[src/rtl/audiomap_sequencer.sv]
// Ping-pong playback scheduler: alternates sector decodes between two audio RAM buffers.
// Latency: arm -> WAIT_BUF in 2 cycles; decoder idle edge -> next start in HOLDOFF+2 cycles.
// Backpressure: a start waits until the wanted buffer is host-filled and the decoder is idle.
//
// Ports:
//   clk, reset (async active-low, deasserted synchronously inside)
//   enable            level; registered rising edge arms the map, falling edge acts as stop
//   stop_req          pulse; stop playback after the current sample
//   cdda_in           level; CDDA mode captured for each start
//   buf_ready_set[1:0] pulses; host marks buffer n filled
//   irq_ack           pulse; clears irq (a same-cycle set wins)
//   decoder_idle      decoder idle status
//   disable_audiomap  decoder pulse on 0xFF coding; ends the map
//   start_playback / playback_addr / reset_filter_on_start / stop_playback / cdda_mode -> decoder
//   active, cur_buf, buf_ready, irq, underrun, map_ended -> register file
module audiomap_sequencer #(
    parameter logic [12:0] BUF0_ADDR = 13'h0A00,
    parameter logic [12:0] BUF1_ADDR = 13'h0F00,
    parameter int unsigned HOLDOFF   = 4
) (
    input  logic        clk,
    input  logic        reset,
    input  logic        enable,
    input  logic        stop_req,
    input  logic        cdda_in,
    input  logic [1:0]  buf_ready_set,
    input  logic        irq_ack,
    input  logic        decoder_idle,
    input  logic        disable_audiomap,
    output logic        start_playback,
    output logic [12:0] playback_addr,
    output logic        reset_filter_on_start,
    output logic        stop_playback,
    output logic        cdda_mode,
    output logic        active,
    output logic        cur_buf,
    output logic [1:0]  buf_ready,
    output logic        irq,
    output logic        underrun,
    output logic        map_ended
);

    typedef enum logic [2:0] {
        S_OFF       = 3'd0,
        S_WAIT_BUF  = 3'd1,
        S_START     = 3'd2,
        S_WAIT_BUSY = 3'd3,
        S_WAIT_DONE = 3'd4,
        S_HOLDOFF   = 3'd5,
        S_STOPPING  = 3'd6
    } state_t;

    localparam logic [3:0] HOLD_LOAD = 4'(HOLDOFF - 1);

    // ------------------------------------------------------------------
    // Reset synchronizer: asserts immediately, releases on a clock edge.
    // ------------------------------------------------------------------
    logic [1:0] rst_sync_q;
    logic       rst_n;

    always_ff @(posedge clk or negedge reset) begin
        if (!reset) begin
            rst_sync_q <= 2'b00;
        end else begin
            rst_sync_q <= {rst_sync_q[0], 1'b1};
        end
    end

    assign rst_n = rst_sync_q[1];

    // ------------------------------------------------------------------
    // Enable edge detection (registered) and event decode
    // ------------------------------------------------------------------
    logic en_q, en_prev_q;
    logic arm, en_fall, stop_evt, dis_evt;

    always_ff @(posedge clk or negedge rst_n) begin
        if (!rst_n) begin
            en_q      <= 1'b0;
            en_prev_q <= 1'b0;
        end else begin
            en_q      <= enable;
            en_prev_q <= en_q;
        end
    end

    state_t state_q, state_d;

    assign arm      = en_q & ~en_prev_q;
    assign en_fall  = ~en_q & en_prev_q;
    assign stop_evt = stop_req | en_fall;
    assign dis_evt  = disable_audiomap & (state_q != S_OFF);

    // ------------------------------------------------------------------
    // Datapath state
    // ------------------------------------------------------------------
    logic        cur_buf_q, cur_buf_d;
    logic        first_q, first_d;
    logic [1:0]  buf_ready_q, buf_ready_d;
    logic        irq_q, irq_d;
    logic        underrun_q, underrun_d;
    logic        map_ended_q, map_ended_d;
    logic [3:0]  cnt_q, cnt_d;
    logic [12:0] addr_q, addr_d;
    logic        cdda_q, cdda_d;
    logic        stop_pb_q, stop_pb_d;
    logic        consume;
    logic        enter_start;
    logic [1:0]  clr_vec;

    // ------------------------------------------------------------------
    // FSM: state register
    // ------------------------------------------------------------------
    always_ff @(posedge clk or negedge rst_n) begin
        if (!rst_n) begin
            state_q <= S_OFF;
        end else begin
            state_q <= state_d;
        end
    end

    // ------------------------------------------------------------------
    // FSM: next state. Priority is disable > stop > normal progress.
    // ------------------------------------------------------------------
    always_comb begin
        state_d = state_q;
        case (state_q)
            S_OFF: begin
                if (arm) state_d = S_WAIT_BUF;
            end
            S_WAIT_BUF: begin
                if (stop_evt) begin
                    state_d = S_OFF;
                end else if (buf_ready_q[cur_buf_q] && decoder_idle) begin
                    state_d = S_START;
                end
            end
            S_START: begin
                // The start pulse has already gone out, so a stop here must
                // wait for the decoder to quiesce rather than drop to OFF.
                state_d = stop_evt ? S_STOPPING : S_WAIT_BUSY;
            end
            S_WAIT_BUSY: begin
                // Decoder still reports idle on this cycle; do not sample it.
                state_d = stop_evt ? S_STOPPING : S_WAIT_DONE;
            end
            S_WAIT_DONE: begin
                if (stop_evt) begin
                    state_d = S_STOPPING;
                end else if (decoder_idle) begin
                    state_d = S_HOLDOFF;
                end
            end
            S_HOLDOFF: begin
                if (stop_evt) begin
                    state_d = S_OFF;
                end else if (cnt_q == 4'd0) begin
                    state_d = S_WAIT_BUF;
                end
            end
            S_STOPPING: begin
                if (decoder_idle) state_d = S_OFF;
            end
            default: state_d = S_OFF;
        endcase
        if (dis_evt) state_d = S_OFF;
    end

    // ------------------------------------------------------------------
    // Datapath next state
    // ------------------------------------------------------------------
    assign consume     = (state_q == S_WAIT_DONE) && (state_d == S_HOLDOFF);
    assign enter_start = (state_d == S_START);
    assign clr_vec     = consume ? (cur_buf_q ? 2'b10 : 2'b01) : 2'b00;

    always_comb begin
        cur_buf_d   = cur_buf_q;
        first_d     = first_q;
        underrun_d  = underrun_q;
        map_ended_d = map_ended_q;
        cnt_d       = cnt_q;
        addr_d      = addr_q;
        cdda_d      = cdda_q;

        if ((state_q == S_OFF) && arm) begin
            cur_buf_d   = 1'b0;
            first_d     = 1'b1;
            underrun_d  = 1'b0;
            map_ended_d = 1'b0;
        end

        if ((state_q == S_WAIT_BUF) && (state_d == S_WAIT_BUF) && !buf_ready_q[cur_buf_q]) begin
            underrun_d = 1'b1;
        end

        // Address and mode are captured on entry so they are valid
        // alongside the start pulse and held afterwards.
        if (enter_start) begin
            addr_d = cur_buf_q ? BUF1_ADDR : BUF0_ADDR;
            cdda_d = cdda_in;
        end

        if (state_q == S_START) first_d = 1'b0;

        if (consume) begin
            cur_buf_d = ~cur_buf_q;
            cnt_d     = HOLD_LOAD;
        end else if ((state_q == S_HOLDOFF) && (cnt_q != 4'd0)) begin
            cnt_d = cnt_q - 4'd1;
        end

        if (dis_evt) map_ended_d = 1'b1;
    end

    // Set has priority over clear for both the buffer flags and irq.
    assign buf_ready_d = buf_ready_set | (buf_ready_q & ~clr_vec);
    assign irq_d       = consume | dis_evt | (irq_q & ~irq_ack);
    assign stop_pb_d   = (state_d == S_STOPPING) && (state_q != S_STOPPING);

    always_ff @(posedge clk or negedge rst_n) begin
        if (!rst_n) begin
            cur_buf_q   <= 1'b0;
            first_q     <= 1'b0;
            buf_ready_q <= 2'b00;
            irq_q       <= 1'b0;
            underrun_q  <= 1'b0;
            map_ended_q <= 1'b0;
            cnt_q       <= 4'd0;
            addr_q      <= BUF0_ADDR;
            cdda_q      <= 1'b0;
            stop_pb_q   <= 1'b0;
        end else begin
            cur_buf_q   <= cur_buf_d;
            first_q     <= first_d;
            buf_ready_q <= buf_ready_d;
            irq_q       <= irq_d;
            underrun_q  <= underrun_d;
            map_ended_q <= map_ended_d;
            cnt_q       <= cnt_d;
            addr_q      <= addr_d;
            cdda_q      <= cdda_d;
            stop_pb_q   <= stop_pb_d;
        end
    end

    // ------------------------------------------------------------------
    // FSM: outputs
    // ------------------------------------------------------------------
    always_comb begin
        start_playback        = (state_q == S_START);
        reset_filter_on_start = (state_q == S_START) & first_q;
        active                = (state_q != S_OFF);
        stop_playback         = stop_pb_q;
        playback_addr         = addr_q;
        cdda_mode             = cdda_q;
        cur_buf               = cur_buf_q;
        buf_ready             = buf_ready_q;
        irq                   = irq_q;
        underrun              = underrun_q;
        map_ended             = map_ended_q;
    end

endmodule

[config.mk]
export PLATFORM = sky130hd
export DESIGN_NAME = audiomap_sequencer
export DESIGN_NICKNAME = d
export VERILOG_FILES = /design/src/rtl/audiomap_sequencer.sv
export SDC_FILE = /design/constraint.sdc
export NUM_CORES = 1
export LEC_CHECK = 0
export ABC_AREA = 1
export CAP_MARGIN = 40
export CELL_PAD_IN_SITES_DETAIL_PLACEMENT = 1
export CELL_PAD_IN_SITES_GLOBAL_PLACEMENT = 1
export CORE_MARGIN = 8
export CORE_UTILIZATION = 36
export DETAILED_ROUTE_END_ITERATION = 16
export PLACE_DENSITY = 0.85
export SLEW_MARGIN = 40
export SYNTH_ARGS = -nofsm -noshare
export SYNTH_HDL_FRONTEND = slang
export SYNTH_SLANG_ARGS = --single-unit
export TNS_END_PERCENT = 5
[constraint.sdc]
create_clock -name clk -period 2.02 [get_ports clk]
set_clock_uncertainty 0.2 [all_clocks]
set_input_delay 0.303 -clock clk [delete_from_list [all_inputs] [get_ports clk]]
set_output_delay 0.303 -clock clk [all_outputs]
set_load 0.01 [all_outputs]
==> results of run 1 <==
==> placed cells by master, fill, tap and decap left out <==
cell,count
dlygate4sd3_1,1
ha_1,2
nand2_4,2
nor2_2,2
o211ai_1,2
dfrtp_2,3
clkbuf_4,3
clkdlybuf4s50_1,19
nand2_1,36
or2_1,1
nand4_4,1
xor2_1,1
nand3_1,10
nor2_1,7
clkinv_2,1
inv_1,25
o21ai_1,2
a21oi_1,1
dlymetal6s2s_1,1
dlygate4sd2_1,2
o21bai_2,2
inv_2,3
nand4_1,2
nor4_1,1
nor2_4,2
nand2_2,4
nand3_2,1
buf_4,3
nor3_2,2
conb_1,12
o21ai_0,1
dfrtp_1,18
==> timing repair <==
action / 4_1_cts / 5_1_grt
endpoints found under the setup margin: 3 / 1
hold buffers: 1 / 0
endpoints found under the hold margin: 2 / 0
resized for setup: 5 / 1
buffers inserted: 2 / 0
==> final cells by class <==
class	instances	share of cell area
sequential	21	0.358
inverter	28	0.0711
timing repair buffer	26	0.171
tap	46	0.0389
multi-input combinational	94	0.343
clock buffer	3	0.0152
clock inverter	1	0.00338
==> metal layers <==
layer,part of all wire,global-route usage,up-vias
met2,0.48,0.196,29
met1,0.42,0.121,458
met5,0,0,-
met3,0.073,0.0423,7
met4,0.022,0.0665,0
li1,-,-,474
==> worst max path at each step <==
stage,end,from,depth (start not counted),slack [ps]
after floorplan,buf_ready[0],state_q[1],8,380
after global placement,buf_ready[1],stop_req,10,110
after detailed placement,buf_ready[1],decoder_idle,10,30
after CTS,active,state_q[1],3,-130
after global routing,start_playback,state_q[2],4,40
final,cur_buf,cur_buf,1,160
==> power groups by stage <==
stage                     registers [uW]  logic, uW  clock network (uW)
after floorplan                      652        485                   0
after global routing                 650        904                 243
after detailed placement             648        800                   0
after CTS                            635        828                 226
final                                633        810                 212
after global placement               636        753                   0
==> stage by stage <==
stage	TNS, ps	cell area [sq um]	instances	power (uW)
2_1_floorplan	0	1230	155	1140
3_3_place_gp	0	1420	212	1390
3_5_place_dp	0	1420	212	1450
4_1_cts	-131	1480	219	1690
5_1_grt	0	1480	219	1800
6_report	0	1480	219	1660
==> logic make-up (layout without fill, tap and decap cells) <==
logic type | count (synthesis) | in the layout | share of synthesized area
flip-flops | 21 | 21 | 0.442
buffers and inverters | 40 | 58 | 0.164
adder cells (fa/ha/maj) | 2 | 2 | 0.0210
XOR/XNOR | 1 | 1 | 0.00736
AND/OR/NAND/NOR | 71 | 71 | 0.311
other | 2 | 12 | 0.00631
AO/OA/AOI/OAI | 8 | 8 | 0.0484
==> flip-flops by register name, summed over array words and instances, names as in the netlist <==
| register | cells |
|---|---|
| en_prev_q | 1 |
| stop_playback | 1 |
| cur_buf | 1 |
| irq | 1 |
| rst_sync_q | 2 |
| cnt_q | 4 |
| first_q | 1 |
| playback_addr | 1 |
| cdda_mode | 1 |
| en_q | 1 |
| state_q | 3 |
| map_ended | 1 |
| underrun | 1 |
| buf_ready | 2 |
==> metrics.cfg, run 1 <==
[pwr]
swShare=0.427
pwr-share-seq=0.382
p_switching_uw=707
power_density_nw_per_um2=1120
vdd_ir_drop_max_mv=0.465
power_frac_comb=0.490
clock_power_share=0.128
p_int_uw=949
power_leakage_uw=0.000816

[final_layout]
fin_util=0.454
nNetsFinal=186
num-fill-cells=414
multi_input_area_sq_um=507
n_antenna_cell=0
drive_gt1_frac=0.168
final-seq-area_sq_um=529
area_delta_synth_final_pct=24.3

[critical_path]
crit_fanout=6
slowest_stage=clkdlybuf4s50_1
reg2regPathDepth=10
cp_top_family=buffers and inverters
end_kind=primary output
worstSetupPathType=register to primary output
required_ps=1520
reg2reg_from=state_q[1]
reg2reg_slack_ps=180
cp_cell_sequence=clkdlybuf4s50_1
critPathLaunchType=register
crit_buf_inv=1
reg2reg_to=buf_ready[1]
arrival_ps=1360
slowest_delay_ps=580

[die]
start_util=0.365
fp.dieW_microns=73.5
coreArea_sq_um=3260
ios=34
dieArea_sq_um=5400
num_rows=21
die_y_microns=73.5

[logic_synthesis]
syn_area_sq_um=1190
postSynthAreaPerCell_sq_um=8.21
ys_ff_latch=21
synth.most_common_cell=nand2_1
yosys_warnings=0
synth_common_cells=36 x nand2_1, 26 x inv_1, 21 x dfrtp_1, 12 x buf_4, 10 x nand3_1
synth_seq_area_share=0.442
ys_async_sr_fraction=1.00
synth_area_leaders=dfrtp_1 44%, nand2_1 11%, inv_1 8.2%
yosysTopAreaCell=dfrtp_1
syn_inst=145
synth-edff-count=0
synth_ff_type=dfrtp_1
ys_types=25
synth_top_area_frac=0.442

[grt]
grt_start_max_net_pins=20
grt_usage=0.116
gr-total-overflow=0
grt_pass1_vias=1055
antenna_found_initial=0
grt_pass1_wl_microns=4830

[status]
status=finished clean

[timing]
fin_hold_ws_ps=16.0
fin_ws_ps=157
final-setup-viol-count=0
finalHoldViolCount=0
max_freq_mhz=537
rsz0062_at_grt=false
drv_slew=0
period_minus_slack_ps=1860
fin_crit_sh=0.922

[clock_tree]
cts_tree=done
h-tree-depth=1
clk_pin_slew_ps=130
cts.path.max_buffers=2
clk_latency_ps=320
clock_sinks=21
cts_root_buf=clkbuf_4
cts_buffers=3

[placement]
port_buffers=22
finalWeightedCongestion=0.915
dp_hpwl_microns=2330
dp_slack_ps=28.3

[flow_run]
drv_cap=0

[route]
dr.pass1.iters=4
drt-initial-drc-count=44
postRouteWirelength_microns=2860
drcViolationCount=0
avgViaCountPerCell=4.42
post_drt_wl_per_cell_microns=13.1
vias=968
ant_nets=0

[worst_hold_path]
hold_class=register to async pin

No activity file was read; power rests on OpenSTA's default activity.
==> run 2: changes to the inputs <==
--- a/config.mk
+++ b/config.mk
@@ -13,6 +13,7 @@
 export CORE_UTILIZATION = 36
 export DETAILED_ROUTE_END_ITERATION = 16
 export PLACE_DENSITY = 0.85
+export SKIP_CTS_REPAIR_TIMING = 1
 export SLEW_MARGIN = 40
 export SYNTH_ARGS = -nofsm -noshare
 export SYNTH_HDL_FRONTEND = slang
==> constraint.sdc (replaced) <==
create_clock -name clk -period 2.02 [get_ports clk]
set_clock_uncertainty 0.2 [all_clocks]
set_input_delay 0.202 -clock clk [delete_from_list [all_inputs] [get_ports clk]]
set_output_delay 0.202 -clock clk [all_outputs]
set_load 0.01 [all_outputs]
==> run 2 against run 1 <==
Effect of this change:
- routed wire length is 1.0% lower
- total power decreased by 0.89%
- flip-flop and latch count stayed put
- critical endpoint is now playback_addr[8]
- sequential share of layout area rose by 0.091 points
==> metrics.cfg, run 2 (synthesis results as in run 1) <==
[status]
status=finished clean

[critical_path]
end_kind=register
worstSetupPathType=register to register
path_common_cell=nand2_1
crit_buf_inv=2
cp_cell_sequence=inv_1 -> nand2_1 -> nand3_1 -> inv_1 -> nand2_1 -> nand4_1 -> nand2_1 -> nor2_4 -> nand2_2 -> nand2_1 -> o21ai_1
crit_fanout=6
arrival_ps=1780
cp_top_family=simple AND/OR/NAND/NOR gates
critPathLaunchType=register
slowest_delay_ps=470
required_ps=2020
slowest_stage=dfrtp_1

[timing]
rsz0062_at_grt=false
fin_tns_setup_ps=0
period_minus_slack_ps=1780
finalHoldViolCount=0
final-setup-viol-count=0
fin_crit_sh=0.880
drv_slew=0
max_freq_mhz=563

[final_layout]
final_cell_area_sq_um=1480
drive_gt1_frac=0.152
largest_reg_flops=4
area_delta_synth_final_pct=24.0
n_antenna_cell=0
reg_top3=cnt_q: 4 flops, state_q: 3 flops
largest-register=cnt_q
num-fill-cells=415
nNetsFinal=184
mostFrequentLayoutCell=nand2_1
layout_common_cells=36 x nand2_1, 25 x inv_1, 19 x clkdlybuf4s50_1, 18 x dfrtp_1, 12 x conb_1

[route]
vias=940
postRouteWirelength_microns=2830
dr.pass1.iters=2
ant_nets=0
avgViaCountPerCell=4.33
drt-initial-drc-count=60
drcViolationCount=0
post_drt_wl_per_cell_microns=13.1

[pwr]
p_int_uw=945
power_density_nw_per_um2=1110
power_uw=1640
p_switching_uw=695
swShare=0.424
pwr-share-seq=0.395
vdd_ir_drop_max_mv=0.590
power_leakage_uw=0.000830
clock_power_share=0.123
power_frac_comb=0.482

[grt]
grt_pass1_vias=1039
gr-total-overflow=0
antenna_found_initial=0
grt_usage=0.110
grt_start_max_net_pins=20
grt_pass1_wl_microns=4690

[die]
fp.dieW_microns=73.5
ios=34
dieArea_sq_um=5400
num_rows=21
coreArea_sq_um=3260
start_util=0.365
die_y_microns=73.5

[clock_tree]
cts_buffers=3
clock_sinks=21
cts_tree=done
h-tree-depth=1
cts.path.max_buffers=2
clk_pin_slew_ps=120
clk_latency_ps=300
cts_root_buf=clkbuf_4

[placement]
port_buffers=22
finalWeightedCongestion=0.914
place_area_sq_um=1420
dp_hpwl_microns=2310

[worst_hold_path]
hold_class=register to async pin

[flow_run]
drv_cap=0

[run 2: cell types whose count changed in the layout (fill, tap and decap cells not counted), sizes merged]
| cell | change |
|---|---|
| buf | -2 |
| dlygate4sd2 | -2 |
| clkbuf | +1 |
| clkinv | -1 |
| dlymetal6s2s | +2 |
[run 2: final timing paths]
| check | slack (ps) | to | depth (start not counted) | from |
|---|---|---|---|---|
| setup / recovery | 240 | playback_addr[8] | 11 | cur_buf |
| setup reg to reg | 240 | playback_addr[8] | 11 | cur_buf |
| max in group asynchronous | 1090 | rst_sync_q[1] | 2 | reset |
| hold reg to reg | 10 | playback_addr[8] | 0 | rst_sync_q[1] |
| hold / removal | 10 | playback_addr[8] | 0 | rst_sync_q[1] |
| min in group clk | 130 | en_q | 1 | enable |
[run 2: stage by stage]
stage          hold slack [ps]  setup WS (ps)  utilization  cells
2_1_floorplan             -294            379            -    155
3_3_place_gp               136            215        0.437    212
3_5_place_dp               138            164        0.437    212
4_1_cts                   -163           -138        0.445    216
5_1_grt                   64.3           88.6        0.453    217
6_report                  11.0            243        0.453    217
[run 2: layout make-up]
class,count,area [sq um],area share
inverter,28,105,0.0712
clock buffer,4,26.3,0.0178
multi-input combinational,94,512,0.347
timing repair buffer,24,245,0.166
sequential,21,529,0.359
tap,46,57.6,0.0390
[run 2: worst register-to-register path: cells and delay by family, from the launching register on]
family                 cells  cell delay, ps
and+or+nand+nor            8             770
DFF                        1             470
buffers and inverters      2             200
AOI/OAI and AO/OA          1              50
[run 2: layer usage]
layer  part of all wire  global-route usage  vias to the layer above
li1                   -                   -                      470
met1               0.45               0.127                      446
met2               0.47               0.184                       22
met3              0.072              0.0396                        2
met4             0.0035              0.0333                        0
met5                  0                   0                        -
[run 2: power by group through the flow]
stage	Sequential, uW	Clock, uW	Combinational, uW
after floorplan	652	0	485
after global placement	636	0	753
after detailed placement	651	0	795
after CTS	642	212	800
after global routing	665	233	882
final	647	203	791
==> run 3: changes to the inputs <==
--- a/config.mk
+++ b/config.mk
@@ -13,8 +13,7 @@
 export CORE_UTILIZATION = 36
 export DETAILED_ROUTE_END_ITERATION = 16
 export PLACE_DENSITY = 0.85
-export SKIP_CTS_REPAIR_TIMING = 1
-export SLEW_MARGIN = 40
+export SLEW_MARGIN = 10
 export SYNTH_ARGS = -nofsm -noshare
 export SYNTH_HDL_FRONTEND = slang
 export SYNTH_SLANG_ARGS = --single-unit
==> run 3 against run 2 <==
Effect of this change:
- critical path depth fell by 7
- worst hold slack better by 120 ps
- sequential power hardly changed
- setup slack got worse by 14 ps
- combinational power about the same
- flip-flop and latch count unchanged
- total power is 0.15% higher
- design area barely moved
- die area did not move
- critical path type is now register to primary output
==> metrics.cfg, run 3 (synthesis results as in run 1) <==
[die]
num_rows=21
coreArea_sq_um=3260
dieArea_sq_um=5400
die_y_microns=73.5
start_util=0.365
ios=34
fp.dieW_microns=73.5

[pwr]
power_density_nw_per_um2=1110
power_leakage_uw=0.000811
vdd_ir_drop_max_mv=0.590

[clock_tree]
cts_root_buf=clkbuf_4
h-tree-depth=1
cts_tree=done
cts.path.max_buffers=2
clk_pin_slew_ps=120
clk_latency_ps=300
cts_buffers=3
clock_sinks=21

[route]
dr.pass1.iters=4
drcViolationCount=0
avgViaCountPerCell=4.37
post_drt_wl_per_cell_microns=12.8
vias=952
ant_nets=0
drt-initial-drc-count=43
postRouteWirelength_microns=2790

[critical_path]
arrival_ps=1390
reg2reg_from=cur_buf
reg2reg_to=buf_ready[1]
critPathLaunchType=register
worstSetupPathType=register to primary output
reg2reg_slack_ps=250
crit_fanout=6
required_ps=1620
end_kind=primary output
reg2regPathDepth=10

[timing]
finalHoldViolCount=0
period_minus_slack_ps=1790
tightest_slew_ps=787
max_freq_mhz=558
fin_tns_setup_ps=0
rsz0062_at_grt=false
final-setup-viol-count=0
drv_slew=0
fin_crit_sh=0.887
slew_headroom=0.476

[grt]
grt_usage=0.111
grt_pass1_vias=1043
grt_pass1_wl_microns=4740
antenna_found_initial=0
gr-total-overflow=0
grt_start_max_net_pins=20

[final_layout]
layout_common_cells=36 x nand2_1, 25 x inv_1, 19 x dfrtp_1, 19 x clkdlybuf4s50_1, 12 x conb_1
largest-register=cnt_q
mostFrequentLayoutCell=nand2_1
reg_top3=cnt_q: 4 flops, state_q: 3 flops
final_cell_area_sq_um=1470
nNetsFinal=185
drive_gt1_frac=0.151
largest_reg_flops=4
fin_util=0.452
num-fill-cells=418
n_antenna_cell=0
area_delta_synth_final_pct=23.9

[placement]
dp_hpwl_microns=2310
port_buffers=22
place_area_sq_um=1420
finalWeightedCongestion=0.914

[worst_hold_path]
hold_class=register to async pin

[flow_run]
drv_cap=0

[status]
status=finished clean

## run 3: worst max-delay path by stage
stage / from / endpoint / cells past startpoint
2_1_floorplan: state_q[1] / buf_ready[0] / 8
3_3_place_gp: stop_req / buf_ready[1] / 10
3_5_place_dp: decoder_idle / buf_ready[1] / 10
4_1_cts: state_q[1] / active / 3
5_1_grt: cur_buf / buf_ready[1] / 10
6_report: state_q[2] / start_playback / 4
## run 3: power breakdown
| part | switching [uW] | internal (uW) |
|---|---|---|
| Sequential | 111 | 536 |
| Clock | 127 | 76.9 |
| Combinational | 458 | 334 |
## run 3: worst max-delay path, stage by stage, from the launching register on
cell	delay, ps
dfrtp_1	440
inv_2	130
nand3_2	130
inv_1	120
dlygate4sd2_1	280
## run 3: timing repair
item,4_1_cts,5_1_grt
hold buffers,1,0
endpoints found under the hold margin,2,0
buffers inserted,0,1
endpoints found under the setup margin,2,1
resized for setup,4,3
cloned,0,0
## run 3: per-stage QoR
stage	setup slack, ps	power [uW]	hold WS (ps)	std cells
floorplan	379	1140	-294	155
global placement	215	1390	136	212
detailed placement	164	1450	138	212
CTS	20.3	1650	117	217
global route	97.3	1780	125	218
finish	229	1640	129	218
## run 3: layout make-up
type | count | area (sq um) | area share
Sequential cell | 21 | 528 | 0.358
Multi-Input combinational cell | 94 | 512 | 0.347
Timing Repair Buffer | 25 | 245 | 0.166
Inverter | 28 | 105 | 0.0713
Tap cell | 46 | 57.6 | 0.0390
Clock buffer | 4 | 26.3 | 0.0178
## run 3: per-layer routing
metal / vias to the layer above / track usage / part of all wire
met5: - / 0 / 0
met4: 0 / 0.0333 / 0.0036
met3: 2 / 0.0396 / 0.083
met2: 29 / 0.187 / 0.47
met1: 449 / 0.128 / 0.44
li1: 472 / - / -
